$ cat src/rtl/evb_fsm3_if.sv
`default_nettype none
// ============================================================================
// Module      : evb_fsm3_if
// Description : Instruction, memory-read and result bundle of the EVB
//               polynomial-evaluation sequencer.
// Revision    : 1.0 - initial release
// ============================================================================
interface evb_fsm3_if #(
    parameter int AW        = 10,
    parameter int WORD_SIZE = 16
);
    logic                 start_evb;
    logic [2:0]           A;
    logic [4:0]           b;
    logic [WORD_SIZE-1:0] x_b;
    logic [WORD_SIZE-1:0] c_i;
    logic [4:0]           N;
    logic [AW-1:0]        rd_addr_data;

    logic                 done_evp;
    logic                 done_evb;
    logic                 en_rd_data;
    logic                 en_rd_S;
    logic                 en_rd_N;
    logic [AW-1:0]        rd_addr_data_updated;
    logic [AW-1:0]        rd_addr_x;
    logic [6:0]           rd_addr_S;
    logic [2:0]           rd_addr_N;
    logic [31:0]          result;
    logic [31:0]          status;

    modport master (
        input  start_evb, A, b, x_b, c_i, N, rd_addr_data,
        output done_evp, done_evb, en_rd_data, en_rd_S, en_rd_N,
               rd_addr_data_updated, rd_addr_x, rd_addr_S, rd_addr_N,
               result, status
    );

    modport slave (
        output start_evb, A, b, x_b, c_i, N, rd_addr_data,
        input  done_evp, done_evb, en_rd_data, en_rd_S, en_rd_N,
               rd_addr_data_updated, rd_addr_x, rd_addr_S, rd_addr_N,
               result, status
    );
endinterface
`default_nettype wire

$ cat src/rtl/evb_fsm3.sv
`default_nettype none
// ============================================================================
// Module      : evb_fsm3
// Description : EVB sequencer - Horner evaluation of polynomial A at b points.
//               Optional build macro: EVB_OVERFLOW_DETECT_EN (status bit1).
// Revision    : 1.0 - initial release
// ============================================================================
module evb_fsm3 #(
    parameter int word_size   = 16,
    parameter int buffer_size = 1024
) (
    input  wire logic  clk,
    input  wire logic  rst,
    input  wire logic  rst_instr,
    evb_fsm3_if.master bus
);
    localparam int       AW        = (buffer_size > 1) ? $clog2(buffer_size) : 1;
    localparam logic [4:0] c_MAX_DEG = 5'd10;

    typedef enum logic [3:0] {
        S_IDLE      = 4'd0,
        S_EN_EVB    = 4'd1,
        S_P_RD_N    = 4'd2,
        S_P_CHECK_N = 4'd3,
        S_P_RD_X    = 4'd4,
        S_P_RD_C    = 4'd5,
        S_P_MAC     = 4'd6,
        S_P_ERROR   = 4'd7,
        S_P_DONE    = 4'd8,
        S_CHECK_B   = 4'd9,
        S_END       = 4'd10
    } state_t;

    state_t               state_q, state_d;
    logic [2:0]           a_q, a_d;
    logic [4:0]           b_q, b_d;
    logic [4:0]           k_q, k_d;
    logic [3:0]           i_q, i_d;
    logic [AW-1:0]        base_q, base_d;
    logic [AW-1:0]        upd_q, upd_d;
    logic [word_size-1:0] x_q, x_d;
    logic [31:0]          acc_q, acc_d;
    logic [31:0]          result_q, result_d;
    logic [1:0]           st_q, st_d;

    logic [31:0]          w_mac;
    logic                 w_pt_ovf;

`ifdef EVB_OVERFLOW_DETECT_EN
    // Full-width Horner step; any bit above 31 means the wrapped value lost information.
    localparam int c_MW = 33 + word_size;
    logic [c_MW-1:0] w_mac_full;
    logic            w_step_ovf;
    logic            ovf_q;

    assign w_mac_full = c_MW'(acc_q) * c_MW'(x_q) + c_MW'(bus.c_i);
    assign w_mac      = w_mac_full[31:0];
    assign w_step_ovf = |w_mac_full[c_MW-1:32];
    assign w_pt_ovf   = ovf_q | w_step_ovf;

    always_ff @(posedge clk) begin
        if (rst || rst_instr || state_q == S_P_CHECK_N) begin
            ovf_q <= 1'b0;
        end else if (state_q == S_P_MAC) begin
            ovf_q <= w_pt_ovf;
        end
    end
`else
    assign w_mac    = acc_q * 32'(x_q) + 32'(bus.c_i);
    assign w_pt_ovf = 1'b0;
`endif

    always_comb begin
        state_d  = state_q;
        a_d      = a_q;
        b_d      = b_q;
        k_d      = k_q;
        i_d      = i_q;
        base_d   = base_q;
        upd_d    = upd_q;
        x_d      = x_q;
        acc_d    = acc_q;
        result_d = result_q;
        st_d     = st_q;
        case (state_q)
            S_IDLE: begin
                if (bus.start_evb) state_d = S_EN_EVB;
            end
            S_EN_EVB: begin
                a_d    = bus.A;
                b_d    = bus.b;
                base_d = bus.rd_addr_data;
                k_d    = 5'd0;
                if (bus.b == 5'd0) begin
                    upd_d   = bus.rd_addr_data;
                    state_d = S_END;
                end else begin
                    state_d = S_P_RD_N;
                end
            end
            S_P_RD_N:    state_d = S_P_CHECK_N;
            S_P_CHECK_N: begin
                // The undefined marker 31 also falls in the out-of-range degree test.
                if (bus.N > c_MAX_DEG) begin
                    state_d = S_P_ERROR;
                end else begin
                    i_d     = bus.N[3:0];
                    acc_d   = 32'd0;
                    state_d = S_P_RD_X;
                end
            end
            S_P_RD_X:    state_d = S_P_RD_C;
            S_P_RD_C: begin
                x_d     = bus.x_b;
                state_d = S_P_MAC;
            end
            S_P_MAC: begin
                acc_d = w_mac;
                if (i_q == 4'd0) begin
                    result_d = w_mac;
                    st_d     = {w_pt_ovf, 1'b0};
                    state_d  = S_P_DONE;
                end else begin
                    i_d     = i_q - 4'd1;
                    state_d = S_P_RD_C;
                end
            end
            S_P_ERROR: begin
                result_d = 32'd0;
                st_d     = 2'b01;
                state_d  = S_P_DONE;
            end
            S_P_DONE:    state_d = S_CHECK_B;
            S_CHECK_B: begin
                k_d = k_q + 5'd1;
                if (k_q + 5'd1 == b_q) begin
                    upd_d   = base_q + AW'(b_q);
                    state_d = S_END;
                end else begin
                    state_d = S_P_RD_N;
                end
            end
            S_END:       state_d = S_IDLE;
            default:     state_d = S_IDLE;
        endcase
    end

    always_ff @(posedge clk) begin
        if (rst || rst_instr) begin
            state_q  <= S_IDLE;
            a_q      <= '0;
            b_q      <= '0;
            k_q      <= '0;
            i_q      <= '0;
            base_q   <= '0;
            upd_q    <= '0;
            x_q      <= '0;
            acc_q    <= '0;
            result_q <= '0;
            st_q     <= '0;
        end else begin
            state_q  <= state_d;
            a_q      <= a_d;
            b_q      <= b_d;
            k_q      <= k_d;
            i_q      <= i_d;
            base_q   <= base_d;
            upd_q    <= upd_d;
            x_q      <= x_d;
            acc_q    <= acc_d;
            result_q <= result_d;
            st_q     <= st_d;
        end
    end

    assign bus.en_rd_N              = (state_q == S_P_RD_N);
    assign bus.en_rd_data           = (state_q == S_P_RD_X);
    assign bus.en_rd_S              = (state_q == S_P_RD_C);
    assign bus.done_evp             = (state_q == S_P_DONE);
    assign bus.done_evb             = (state_q == S_END);
    assign bus.rd_addr_N            = a_q;
    assign bus.rd_addr_S            = ({4'd0, a_q} * 7'd11) + {3'd0, i_q};
    assign bus.rd_addr_x            = base_q + AW'(k_q);
    assign bus.rd_addr_data_updated = upd_q;
    assign bus.result               = result_q;
    assign bus.status               = {30'd0, st_q};

endmodule
`default_nettype wire

$ cat src/flat_wrapper.sv
// flat-port wrapper written by rule: the top's interface ports become plain ports
module evb_fsm3_flat 
#(
    parameter int word_size   = 16,
    parameter int buffer_size = 1024
)
  (clk, rst, rst_instr, bus_start_evb, bus_A, bus_b, bus_x_b, bus_c_i, bus_N, bus_rd_addr_data, bus_done_evp, bus_done_evb, bus_en_rd_data, bus_en_rd_S, bus_en_rd_N, bus_rd_addr_data_updated, bus_rd_addr_x, bus_rd_addr_S, bus_rd_addr_N, bus_result, bus_status);
  evb_fsm3_if #(.AW(10), .WORD_SIZE(16)) bus_i ();
  input  wire logic clk;
  input  wire logic rst;
  input  wire logic rst_instr;
  input wire logic [$bits(bus_i.start_evb)-1:0] bus_start_evb;
  input wire logic [$bits(bus_i.A)-1:0] bus_A;
  input wire logic [$bits(bus_i.b)-1:0] bus_b;
  input wire logic [$bits(bus_i.x_b)-1:0] bus_x_b;
  input wire logic [$bits(bus_i.c_i)-1:0] bus_c_i;
  input wire logic [$bits(bus_i.N)-1:0] bus_N;
  input wire logic [$bits(bus_i.rd_addr_data)-1:0] bus_rd_addr_data;
  output wire logic [$bits(bus_i.done_evp)-1:0] bus_done_evp;
  output wire logic [$bits(bus_i.done_evb)-1:0] bus_done_evb;
  output wire logic [$bits(bus_i.en_rd_data)-1:0] bus_en_rd_data;
  output wire logic [$bits(bus_i.en_rd_S)-1:0] bus_en_rd_S;
  output wire logic [$bits(bus_i.en_rd_N)-1:0] bus_en_rd_N;
  output wire logic [$bits(bus_i.rd_addr_data_updated)-1:0] bus_rd_addr_data_updated;
  output wire logic [$bits(bus_i.rd_addr_x)-1:0] bus_rd_addr_x;
  output wire logic [$bits(bus_i.rd_addr_S)-1:0] bus_rd_addr_S;
  output wire logic [$bits(bus_i.rd_addr_N)-1:0] bus_rd_addr_N;
  output wire logic [$bits(bus_i.result)-1:0] bus_result;
  output wire logic [$bits(bus_i.status)-1:0] bus_status;
  assign bus_i.start_evb = bus_start_evb;
  assign bus_i.A = bus_A;
  assign bus_i.b = bus_b;
  assign bus_i.x_b = bus_x_b;
  assign bus_i.c_i = bus_c_i;
  assign bus_i.N = bus_N;
  assign bus_i.rd_addr_data = bus_rd_addr_data;
  assign bus_done_evp = bus_i.done_evp;
  assign bus_done_evb = bus_i.done_evb;
  assign bus_en_rd_data = bus_i.en_rd_data;
  assign bus_en_rd_S = bus_i.en_rd_S;
  assign bus_en_rd_N = bus_i.en_rd_N;
  assign bus_rd_addr_data_updated = bus_i.rd_addr_data_updated;
  assign bus_rd_addr_x = bus_i.rd_addr_x;
  assign bus_rd_addr_S = bus_i.rd_addr_S;
  assign bus_rd_addr_N = bus_i.rd_addr_N;
  assign bus_result = bus_i.result;
  assign bus_status = bus_i.status;
  evb_fsm3 #(.word_size(word_size), .buffer_size(buffer_size)) u_core (.clk(clk), .rst(rst), .rst_instr(rst_instr), .bus(bus_i));
endmodule
$ cat config.mk
export PLATFORM = sky130hd
export DESIGN_NAME = evb_fsm3_flat
export DESIGN_NICKNAME = d
export VERILOG_FILES = /design/src/rtl/evb_fsm3_if.sv /design/src/rtl/evb_fsm3.sv /design/src/flat_wrapper.sv
export SDC_FILE = /design/constraint.sdc
export NUM_CORES = 1
export LEC_CHECK = 0
export CAP_MARGIN = 25
export CELL_PAD_IN_SITES_DETAIL_PLACEMENT = 0
export CELL_PAD_IN_SITES_GLOBAL_PLACEMENT = 2
export CORE_MARGIN = 2
export CORE_UTILIZATION = 37
export DETAILED_ROUTE_END_ITERATION = 16
export PLACE_DENSITY_LB_ADDON = 0.1
export REMOVE_ABC_BUFFERS = 1
export SYNTH_ARGS = -nofsm -noshare
export SYNTH_HDL_FRONTEND = slang
export SYNTH_SLANG_ARGS = --single-unit
$ cat constraint.sdc
create_clock -name clk -period 6.9 [get_ports clk]
set_input_delay 1.035 -clock clk [delete_from_list [all_inputs] [get_ports clk]]
set_output_delay 1.035 -clock clk [all_outputs]
set_load 0.01 [all_outputs]
Word level (Yosys, flattened, before mapping)
Cells that the tools add are included.

Register bits after elaboration: 123. Bits of input ports: 59. Output and inout port bits: 99. Word-level logic and storage cells: 67.

Add/sub/neg operators: 6. $mul: 2. Magnitude comparators: 1. Equal/unequal tests: 17. Muxes and demuxes: 19. Reduce and logical (&&, ||, !) cells: 11.

Operators by type and width (number): $pmux 32 s2 (2); $mux 32 (2); $pmux 4 s10 (1); $add 32x16->32 (1); $mul 32x16->32 (1); $mux 4 (6); $add 10x5->10 (2); $mux 10 (2); $pmux 10 s2 (1); $eq 4x3->1 const B (4); $eq 4x4->1 const B (3); $pmux 5 s2 (1); $eq 4x2->1 const B (2); $logic_not 4->1 (2); $pmux 4 s2 (1); $add 7x4->7 (1); $mul 3x4->7 const B (1); $ne 2x1->1 const B (3); $ne 2x2->1 const B (3); $reduce_and 3->1 (2); $reduce_bool 2->1 (3); $add 5x1->5 const B (1); $eq 5x5->1 (1); $gt 5x4->1 const B (1); 7 further kinds (9).

Longest topological paths before layout
Gate-level depths: netlist of the first run.

Depth in word-level cells: 4. Gate-level depth with buffers: 24. Mapped depth without buffers: 22.

Least setup slack after synthesis of the first run
OpenSTA, ideal clock, no wires.

Path type: flip-flop to flip-flop. Start: reg u_core.acc_q[11]. End: reg u_core.result_q[31] (netlist: u_core.bus.result[31]). Library setup time: 0.117 ns. Arrival: 5.678 ns. Data required time: 6.783 ns. Path slack: 1.105 ns. Cell stages (with the launch flop): 21. Path buffers: 1. Period minus slack after synthesis: 5.795 ns. Path through: dfxtp_1 clkbuf_1 nand2_1 fa_1 fa_1 fa_1 inv_1 fa_1 fa_1 inv_1 fa_1 inv_1 ha_1 a2111oi_2 o21a_2 a21oi_2 o21ai_2 o21ai_1 a211o_1 xnor2_1 a22o_1.

Word-level cells in the longest chain between the ends: 4.

Ends and longest elaborated chain: from (decl) (line evb_fsm3.sv:42) `logic [31:0] acc_q, acc_d;`; from (signal assigned) (line evb_fsm3.sv:158) `acc_q <= '0;`; from (signal assigned) (line evb_fsm3.sv:170) `acc_q <= acc_d;`; $mul 32x16->32 (line evb_fsm3.sv:69) `assign w_mac = acc_q * 32'(x_q) + 32'(bus.c_i);`; $add 32x16->32 (line evb_fsm3.sv:69); $mux 32 (line evb_fsm3.sv:119) `if (i_q == 4'd0) begin`; $pmux 32 s2 (line evb_fsm3.sv:85) `case (state_q)`; to (signal assigned) (line evb_fsm3.sv:171) `result_q <= result_d;`; to (decl) (line evb_fsm3.sv:43) `logic [31:0] result_q, result_d;`.

Every way passes these cells. The select of a mux whose other input is x is not followed. A chain may end at the register's enable or synchronous reset.

Final worst setup path of the first run
Start: reg u_core.x_q[4]. End: reg u_core.acc_q[22].

Word-level cells in the longest chain between the ends: 3.

Ends and longest elaborated chain: from (decl) (line evb_fsm3.sv:41) `logic [word_size-1:0] x_q, x_d;`; from (signal assigned) (line evb_fsm3.sv:157) `x_q <= '0;`; from (signal assigned) (line evb_fsm3.sv:169) `x_q <= x_d;`; $mul 32x16->32 (line evb_fsm3.sv:69); $add 32x16->32 (line evb_fsm3.sv:69); $pmux 32 s2 (line evb_fsm3.sv:85).

Every way passes these cells.

==> impl_results.md, run 1 <==
- Actual slew at the worst max-slew pin: 1.018 ns
- RR Endpoint: u_core.acc_q[22]
- CTS tree: built
- CP Max Fanout: 21
- #FFs+latches synth: 122
- Post-synthesis sequential area ratio: 13.58%
- Worst-path cell chain: and2_1 -> fa_1 -> inv_1 -> fa_1 -> fa_1 -> inv_1 -> fa_1 -> fa_1 -> inv_1 -> fa_1 -> inv_1 -> ha_1 -> and4_1 -> nand2_1 -> o32ai_1 -> a21oi_1 -> o21bai_1 -> xor2_1 -> a22oi_1 -> nor2_1
- Register area: 0.002442 mm^2
- Final setup vio count: 0
- Post-CTS Hold Buffers: 0
- Port buffer count: 126
- First-pass GRT wire length: 83,990 um
- Slowest CP cell: dfxtp_1
- Post-Syn Area per Cell: 8.409 um^2
- Warnings from Yosys: 0
- IO Count: 158
- FF-to-FF path depth: 20
- Final cell count without fillers: 2,871
- Rows: 80
- R2R setup slack: 0.45 ns
- Total grt overflow: 0
- Max cap viols: 0
- CTS buffer count: 17
- Slew Limit Fails: 0
- Final Cycle Share: 93.45%
- Fin Setup TNS: 0 ns
- Layout Nets: 2,730
- Chip width: 224.5 um
- Detailed-placement wirelength estimate: 42,100 um
- Post-Syn Instances: 2,139
- Hold path start: u_core.bus.rd_addr_data_updated[7]
- Buffers plus inverters on the worst setup path: 4
- Max frequency: 155.1 MHz
- Static leakage: 9.568 nW
- Dpl cells: 2,837
- Synthesized area: 0.01799 mm^2
- GPL Wtd Cong: 0.8450
- Final min period: 6.448 ns
- Yosys cell types: 66
- Clock Tree Root: clkbuf_16
- Overall Global Routing Usage: 21.69%
- Worst Setup End Kind: flip-flop
- Via count: 13,820
- Die Ht: 224.5 um
- Cell mode on critical path: fa_1
- Post-CTS Setup Inserts: 0
- Starting Density: 37.59%
- Pwr dens: 84.05 mW/mm^2
- Clk slew on worst S/H paths: 0.06 ns
- EDFF count, synth: 0
- Post-synth ARST share: 0%
- Fillers: 4,867
- Min-Delay Path Class: flip-flop to flip-flop
- RSZ-0062 raised after global routing: no
- Worst-skew pair later-pin latency: 0.42 ns
- Initial antenna violation count: 2
- Total Routed Length: 52,200 um
- Worst hold stages: 2
- Syn-to-layout area delta: 14.55%
- Top cells by area, synth: fa_1 36%, dfxtp_1 14%, inv_1 9.7%
- Iter 0 DRT Violations: 742
- Clock skew: 0.01480 ns
- Peak supply drop: 0.1475 mV
- Largest net degree at the start of global routing: 91
- Area share of the largest cell type after synthesis: 36.06%
- Clock Sinks: 122
- Core area: 0.04785 mm^2
- Fin util: 43.06%
- Arr. time, crit path: 6.80 ns
- CP delay by family, top: adder cells
- Post-DRT Antenna Nets: 0
- Resize count post-CTS: 0
- Detailed-route wire length per cell: 18.18 um
- CP Launch Type: flip-flop
- Reg2reg start: u_core.x_q[4]
- Layout cell share with drive strength beyond 1: 4.878%
- Synth area leader: fa_1
- DIE AREA: 0.05039 mm^2
- # DRC: 0
- Vias per inst: 4.813
- Required @ worst endpoint: 7.25 ns
- Hold endpoint: u_core.bus.rd_addr_data_updated[7]
- Vias in the first global route: 14,600
- Max incr delay on CP: 0.86 ns
- Area of the multi-input gates: 0.01332 mm^2
- Synth Flop Type: dfxtp_1
- Rel. slew slack: 32.11%
- Status: completed
- 1st-pass router iterations: 5
- Critical path type: flip-flop to flip-flop
- Final hold vios: 0
- H-Tree Depth: 4
- Clock Path Buffers: 2
-- tightest hold or removal path: cells and delay by family (launching register included) --
kind,cells,cell delay [ns]
compound gates,1,0.05
simple gates,1,0.05
flops,1,0.31
-- metrics by stage --
stage / total power [W] / worst slack [ns] / area [um^2] / hold slack (ns)
after floorplan: 0.0007879 / 0.9662 / 17490 / 0.4492
after global placement: 0.0008511 / 0.3323 / 19960 / 0.4435
after detailed placement: 0.0008509 / 0.4106 / 20000 / 0.4494
after CTS: 0.001752 / 0.3505 / 20570 / 0.4584
after global routing: 0.001794 / 0.03095 / 20600 / 0.4808
final: 0.001732 / 0.4523 / 20600 / 0.4563
-- cells in the mapped netlist, types with 2 or more instances --
master    number
or3_1          4
xnor2_1       53
nor2b_1        9
a311o_1        2
a32oi_1        4
o21ai_2        4
a21oi_1       93
buf_4         31
o21a_1         4
ha_1         105
clkbuf_1      95
o211ai_1       2
or4_1          2
nand2b_1       5
o21bai_1       6
nor3_1        10
a22o_1        20
a211oi_1       7
dfxtp_1      122
nand4_1        2
xor2_1        24
fa_1         324
and3_1         5
a211o_1        6
o21ai_1        2
mux2i_1        5
inv_1        463
a21o_1        16
a22oi_1       29
and2_1       158
nor2_1        84
o211ai_2       2
or2_2          2
o21ai_0       29
nand2_1      362
buf_2          3
nand3_1       16
-- sequential cells by signal, indices dropped and copies added (netlist names) --
register,count
u_core.st_q,1
u_core.state_q,4
u_core.x_q,16
u_core.b_q,5
u_core.k_q,5
u_core.i_q,4
u_core.acc_q,32
u_core.bus.result,32
u_core.bus.rd_addr_data_updated,10
u_core.bus.rd_addr_N,3
u_core.base_q,10
-- cells by family after synthesis --
family                   Yosys count  share of synthesized area, %
buffers and inverters            595                         13.09
XOR/XNOR                          77                         3.750
other                              1                       0.02085
AND/OR/NAND/NOR                  665                         16.81
multiplexers                       5                        0.2783
AO/OA/AOI/OAI                    245                         9.106
flip-flops                       122                         13.58
adder cells (fa/ha/maj)          429                         43.37
-- power breakdown --
group          internal (W)  total, W  switching, W  leakage (nW)
Sequential         0.000706  0.000710    0.00000347         0.983
Clock              0.000517  0.000897      0.000380         0.282
Combinational     0.0000567  0.000125     0.0000683          8.30
Total               0.00128   0.00173      0.000452          9.57
-- layer usage --
metal | GRT usage [%] | part of all wire, % | vias up | wire length [um]
li1 | - | - | 6542 | -
met1 | 30.52 | 47 | 6991 | 24520
met2 | 37.01 | 49 | 256 | 25500
met3 | 2.090 | 3.2 | 28 | 1659
met4 | 3.204 | 1.0 | 0 | 523
met5 | 0 | 0 | - | 0
-- cells in the final DEF (no fill, tap or decap), types with 4 or more instances in the layout --
master,n
a211o_1,6
a211oi_1,7
a21o_1,16
a21oi_1,93
a22o_1,20
a22oi_1,29
a32oi_1,4
and2_1,158
and3_1,5
buf_4,56
clkbuf_16,17
clkdlybuf4s50_1,126
conb_1,31
dfxtp_1,122
fa_1,324
ha_1,105
inv_1,463
inv_6,7
mux2i_1,5
nand2_1,362
nand2b_1,5
nand3_1,16
nor2_1,83
nor2b_1,9
nor3_1,8
o21a_1,4
o21ai_0,29
o21ai_2,5
o21bai_1,6
or3_1,4
xnor2_1,53
xor2_1,24
-- worst max-delay path by stage --
| stage | to | from | slack (ns) | cells past startpoint |
|---|---|---|---|---|
| floorplan | u_core.bus.result[31] | u_core.x_q[1] | 0.97 | 19 |
| global placement | u_core.bus.result[22] | u_core.x_q[12] | 0.33 | 22 |
| detailed placement | u_core.bus.result[29] | u_core.x_q[10] | 0.41 | 19 |
| CTS | u_core.bus.result[29] | u_core.x_q[10] | 0.35 | 19 |
| global route | u_core.bus.result[20] | u_core.x_q[4] | 0.03 | 19 |
| finish | u_core.acc_q[22] | u_core.x_q[4] | 0.45 | 20 |
-- area by class of cell --
type / instances / share of cell area, %
Antenna cell: 1 / 0.01215
Clock buffer: 19 / 2.150
Clock inverter: 13 / 0.6437
Inverter: 464 / 8.453
Multi-Input combinational cell: 1452 / 64.65
Sequential cell: 122 / 11.85
Tap cell: 615 / 3.735
Timing Repair Buffer: 185 / 8.502
Note: power is estimated with default switching activity, not from simulation.
==> run 2, diff against run 1 <==
--- a/config.mk
+++ b/config.mk
@@ -8,6 +8,7 @@
 export CAP_MARGIN = 25
 export CELL_PAD_IN_SITES_DETAIL_PLACEMENT = 0
 export CELL_PAD_IN_SITES_GLOBAL_PLACEMENT = 2
+export CORE_ASPECT_RATIO = 1.1
 export CORE_MARGIN = 2
 export CORE_UTILIZATION = 37
 export DETAILED_ROUTE_END_ITERATION = 16
==> run 2 against run 1 <==
- first-iteration DRC count is 22% higher
- combinational power hardly changed
- sequential power hardly changed
- sequential share of layout area is 0.096 points lower
- setup slack worse by 0.040 ns
- clock power is 18% higher
- clock skew is 0.0062 ns lower
- maximum frequency is 0.62% lower
- largest cell class unchanged
==> impl_results.md, run 2 (synthesized netlist as in run 1, its figures left out) <==
- Status: completed
- Final setup vio count: 0 (unchanged)
- Final cell count without fillers: 2,915 (+1.5%)
- Syn-to-layout area delta: 15.61%
- Actual slew at the worst max-slew pin: 1.082 ns (+0.06319 ns)
- Clk pwr share: 55.8% (+4.0 points)
- Slew Limit Fails: 0 (unchanged)
- Vias per inst: 4.819 (+0.14%)
- Worst-skew pair later-pin latency: 0.43 ns (about the same)
- FF-to-FF path depth: 20 (unchanged)
- Fillers: 4,943 (+1.6%)
- Layout cell share with drive strength beyond 1: 5.472% (+0.59 points)
- Rel. slew slack: 27.90% (-4.2 points)
- CP Launch Type: flip-flop
- Core area: 0.04793 mm^2 (+0.17%)
- Worst-path cell chain: and2_1 -> fa_1 -> inv_1 -> fa_1 -> fa_1 -> fa_1 -> inv_1 -> fa_1 -> inv_1 -> fa_1 -> inv_1 -> ha_1 -> and4_1 -> nand2_1 -> o32ai_1 -> a21oi_1 -> o21bai_1 -> xor2_1 -> a22oi_1 -> nor2_1
- Max incr delay on CP: 0.85 ns (about the same)
- DIE AREA: 0.05039 mm^2 (about the same)
- First-pass GRT wire length: 86,900 um (+3.5%)
- Iter 0 DRT Violations: 903 (+22%)
- Overall Global Routing Usage: 22.42% (+0.73 points)
- Dpl cells: 2,879 (+1.5%)
- Area of the multi-input gates: 0.01332 mm^2 (unchanged)
- Pint: 0.001449 W (+13%)
- Pwr dens: 90.97 mW/mm^2 (+8.2%)
- Comb pwr share: 6.7% (-0.5 points)
- CTS buffer count: 17 (unchanged)
- Arr. time, crit path: 6.84 ns (+0.04 ns)
- Slowest CP cell: dfxtp_1
- GPL Wtd Cong: 0.8052 (-4.7%)
- R2R setup slack: 0.41 ns (-0.04 ns)
- Layout Nets: 2,741 (+0.40%)
- Port buffer count: 126 (unchanged)
- Clock Path Buffers: 2 (unchanged)
- CTS tree: built
- Register area: 0.002445 mm^2 (+0.10%)
- Critical path type: flip-flop to flip-flop
- Post-CTS Hold Buffers: 0 (unchanged)
- IO Count: 158 (unchanged)
- Sw power: 0.0004427 W (-2.1%)
- Final min period: 6.488 ns (+0.04007 ns)
- Die Ht: 235.2 um (+4.8%)
- Fin Setup TNS: 0 ns (unchanged)
- Initial antenna violation count: 5 (+3)
- Final hold vios: 0 (unchanged)
- 1st-pass router iterations: 5 (unchanged)
- Flop pwr share: 37.5% (-3.5 points)
- Rows: 84 (+5.0%)
- Worst Setup End Kind: flip-flop
- Required @ worst endpoint: 7.25 ns (about the same)
- Total grt overflow: 0 (unchanged)
- CP Max Fanout: 13 (-38%)
- Starting Density: 37.53% (-0.063 points)
- Largest net degree at the start of global routing: 92 (+1.1%)
- Chip width: 214.2 um (-4.6%)
- Detailed-route wire length per cell: 18.63 um (+2.4%)
- Via count: 14,050 (+1.7%)
- Clock skew: 0.008635 ns (-0.006165 ns)
- Cell mode on critical path: fa_1
- Commonest non-fill, non-tap cell in the layout: inv_1
- Min-Delay Path Class: flip-flop to flip-flop
- Clock Sinks: 122 (unchanged)
- Clock Tree Root: clkbuf_16
- Most frequent cells in the layout: 463 x inv_1, 362 x nand2_1, 324 x fa_1, 158 x and2_1, 126 x clkdlybuf4s50_1
- # DRC: 0 (unchanged)
- Sw frac: 23.40% (-2.7 points)
- H-Tree Depth: 4 (unchanged)
- Vias in the first global route: 14,960 (+2.5%)
- Post-DRT Antenna Nets: 0 (unchanged)
- Total Routed Length: 54,290 um (+4.0%)
- Worst hold stages: 2 (unchanged)
- Peak supply drop: 0.1274 mV (-14%)
- RSZ-0062 raised after global routing: no
- Static leakage: 9.659 nW (+0.95%)
- Detailed-placement wirelength estimate: 43,340 um (+2.9%)
- Clk slew on worst S/H paths: 0.06 ns (about the same)
- Final Cycle Share: 94.03% (+0.58 points)
- Max frequency: 154.1 MHz (-0.62%)
- Max cap viols: 0 (unchanged)
==> run 2: metal layers <==
metal	vias to the layer above	global-route usage [%]	routed length [um]
met5	-	0	13
met4	2	4.777	931
met3	61	3.398	2552
met2	299	38.76	27230
met1	7116	29.72	23560
li1	6570	-	-
==> run 2: worst paths after layout <==
| check | from | to |
|---|---|---|
| worst max-delay path | u_core.acc_q[5] | u_core.acc_q[22] |
| worst min-delay path | u_core.bus.rd_addr_data_updated[6] | u_core.bus.rd_addr_data_updated[6] |
| worst max register to register | u_core.acc_q[5] | u_core.acc_q[22] |
| worst min register to register | u_core.bus.rd_addr_data_updated[6] | u_core.bus.rd_addr_data_updated[6] |
==> run 2: through the flow <==
step / instance area, um^2 / hold WS, ns / util, % / setup slack (ns) / total power, W
after floorplan: 17490 / 0.4492 / - / 0.9662 / 0.0007879
after global placement: 20100 / 0.4435 / 41.94 / 0.3776 / 0.0008520
after detailed placement: 20100 / 0.4434 / 41.94 / 0.4018 / 0.0008511
after CTS: 20780 / 0.4598 / 43.36 / 0.3321 / 0.001908
after global routing: 20790 / 0.4823 / 43.38 / 0.03833 / 0.001959
final: 20790 / 0.4548 / 43.39 / 0.4122 / 0.001892
==> run 2: worst max-delay path: cells and delay by family (launching register included) <==
| family | cells | cell delay (ns) |
|---|---|---|
| adder cells (fa/ha/maj) | 7 | 3.25 |
| AO/OA/AOI/OAI | 4 | 1.10 |
| flip-flops | 1 | 0.85 |
| AND/OR/NAND/NOR | 4 | 0.64 |
| XOR/XNOR | 1 | 0.33 |
| buffers and inverters | 4 | 0.23 |
==> run 2: area by class of cell <==
| cell class | count | share of cell area, % |
|---|---|---|
| Clock buffer | 17 | 2.046 |
| Tap cell | 645 | 3.881 |
| Multi-Input combinational cell | 1452 | 64.06 |
| Sequential cell | 122 | 11.76 |
| Clock inverter | 15 | 1.240 |
| Timing Repair Buffer | 196 | 8.593 |
| Inverter | 464 | 8.376 |
| Antenna cell | 4 | 0.04814 |
==> run 2: power groups by stage <==
stage	registers, W	clock network [W]	logic, W
after floorplan	0.000725	0	0.0000633
after global placement	0.000725	0	0.000127
after detailed placement	0.000726	0	0.000126
after CTS	0.000710	0.00107	0.000127
after global routing	0.000710	0.00111	0.000141
final	0.000710	0.00106	0.000126
==> run 2: what timing repair did <==
action,CTS,global route
hold endpoints to repair,0,0
setup buffers,0,0
resized for setup,0,2
setup endpoints to repair,0,6
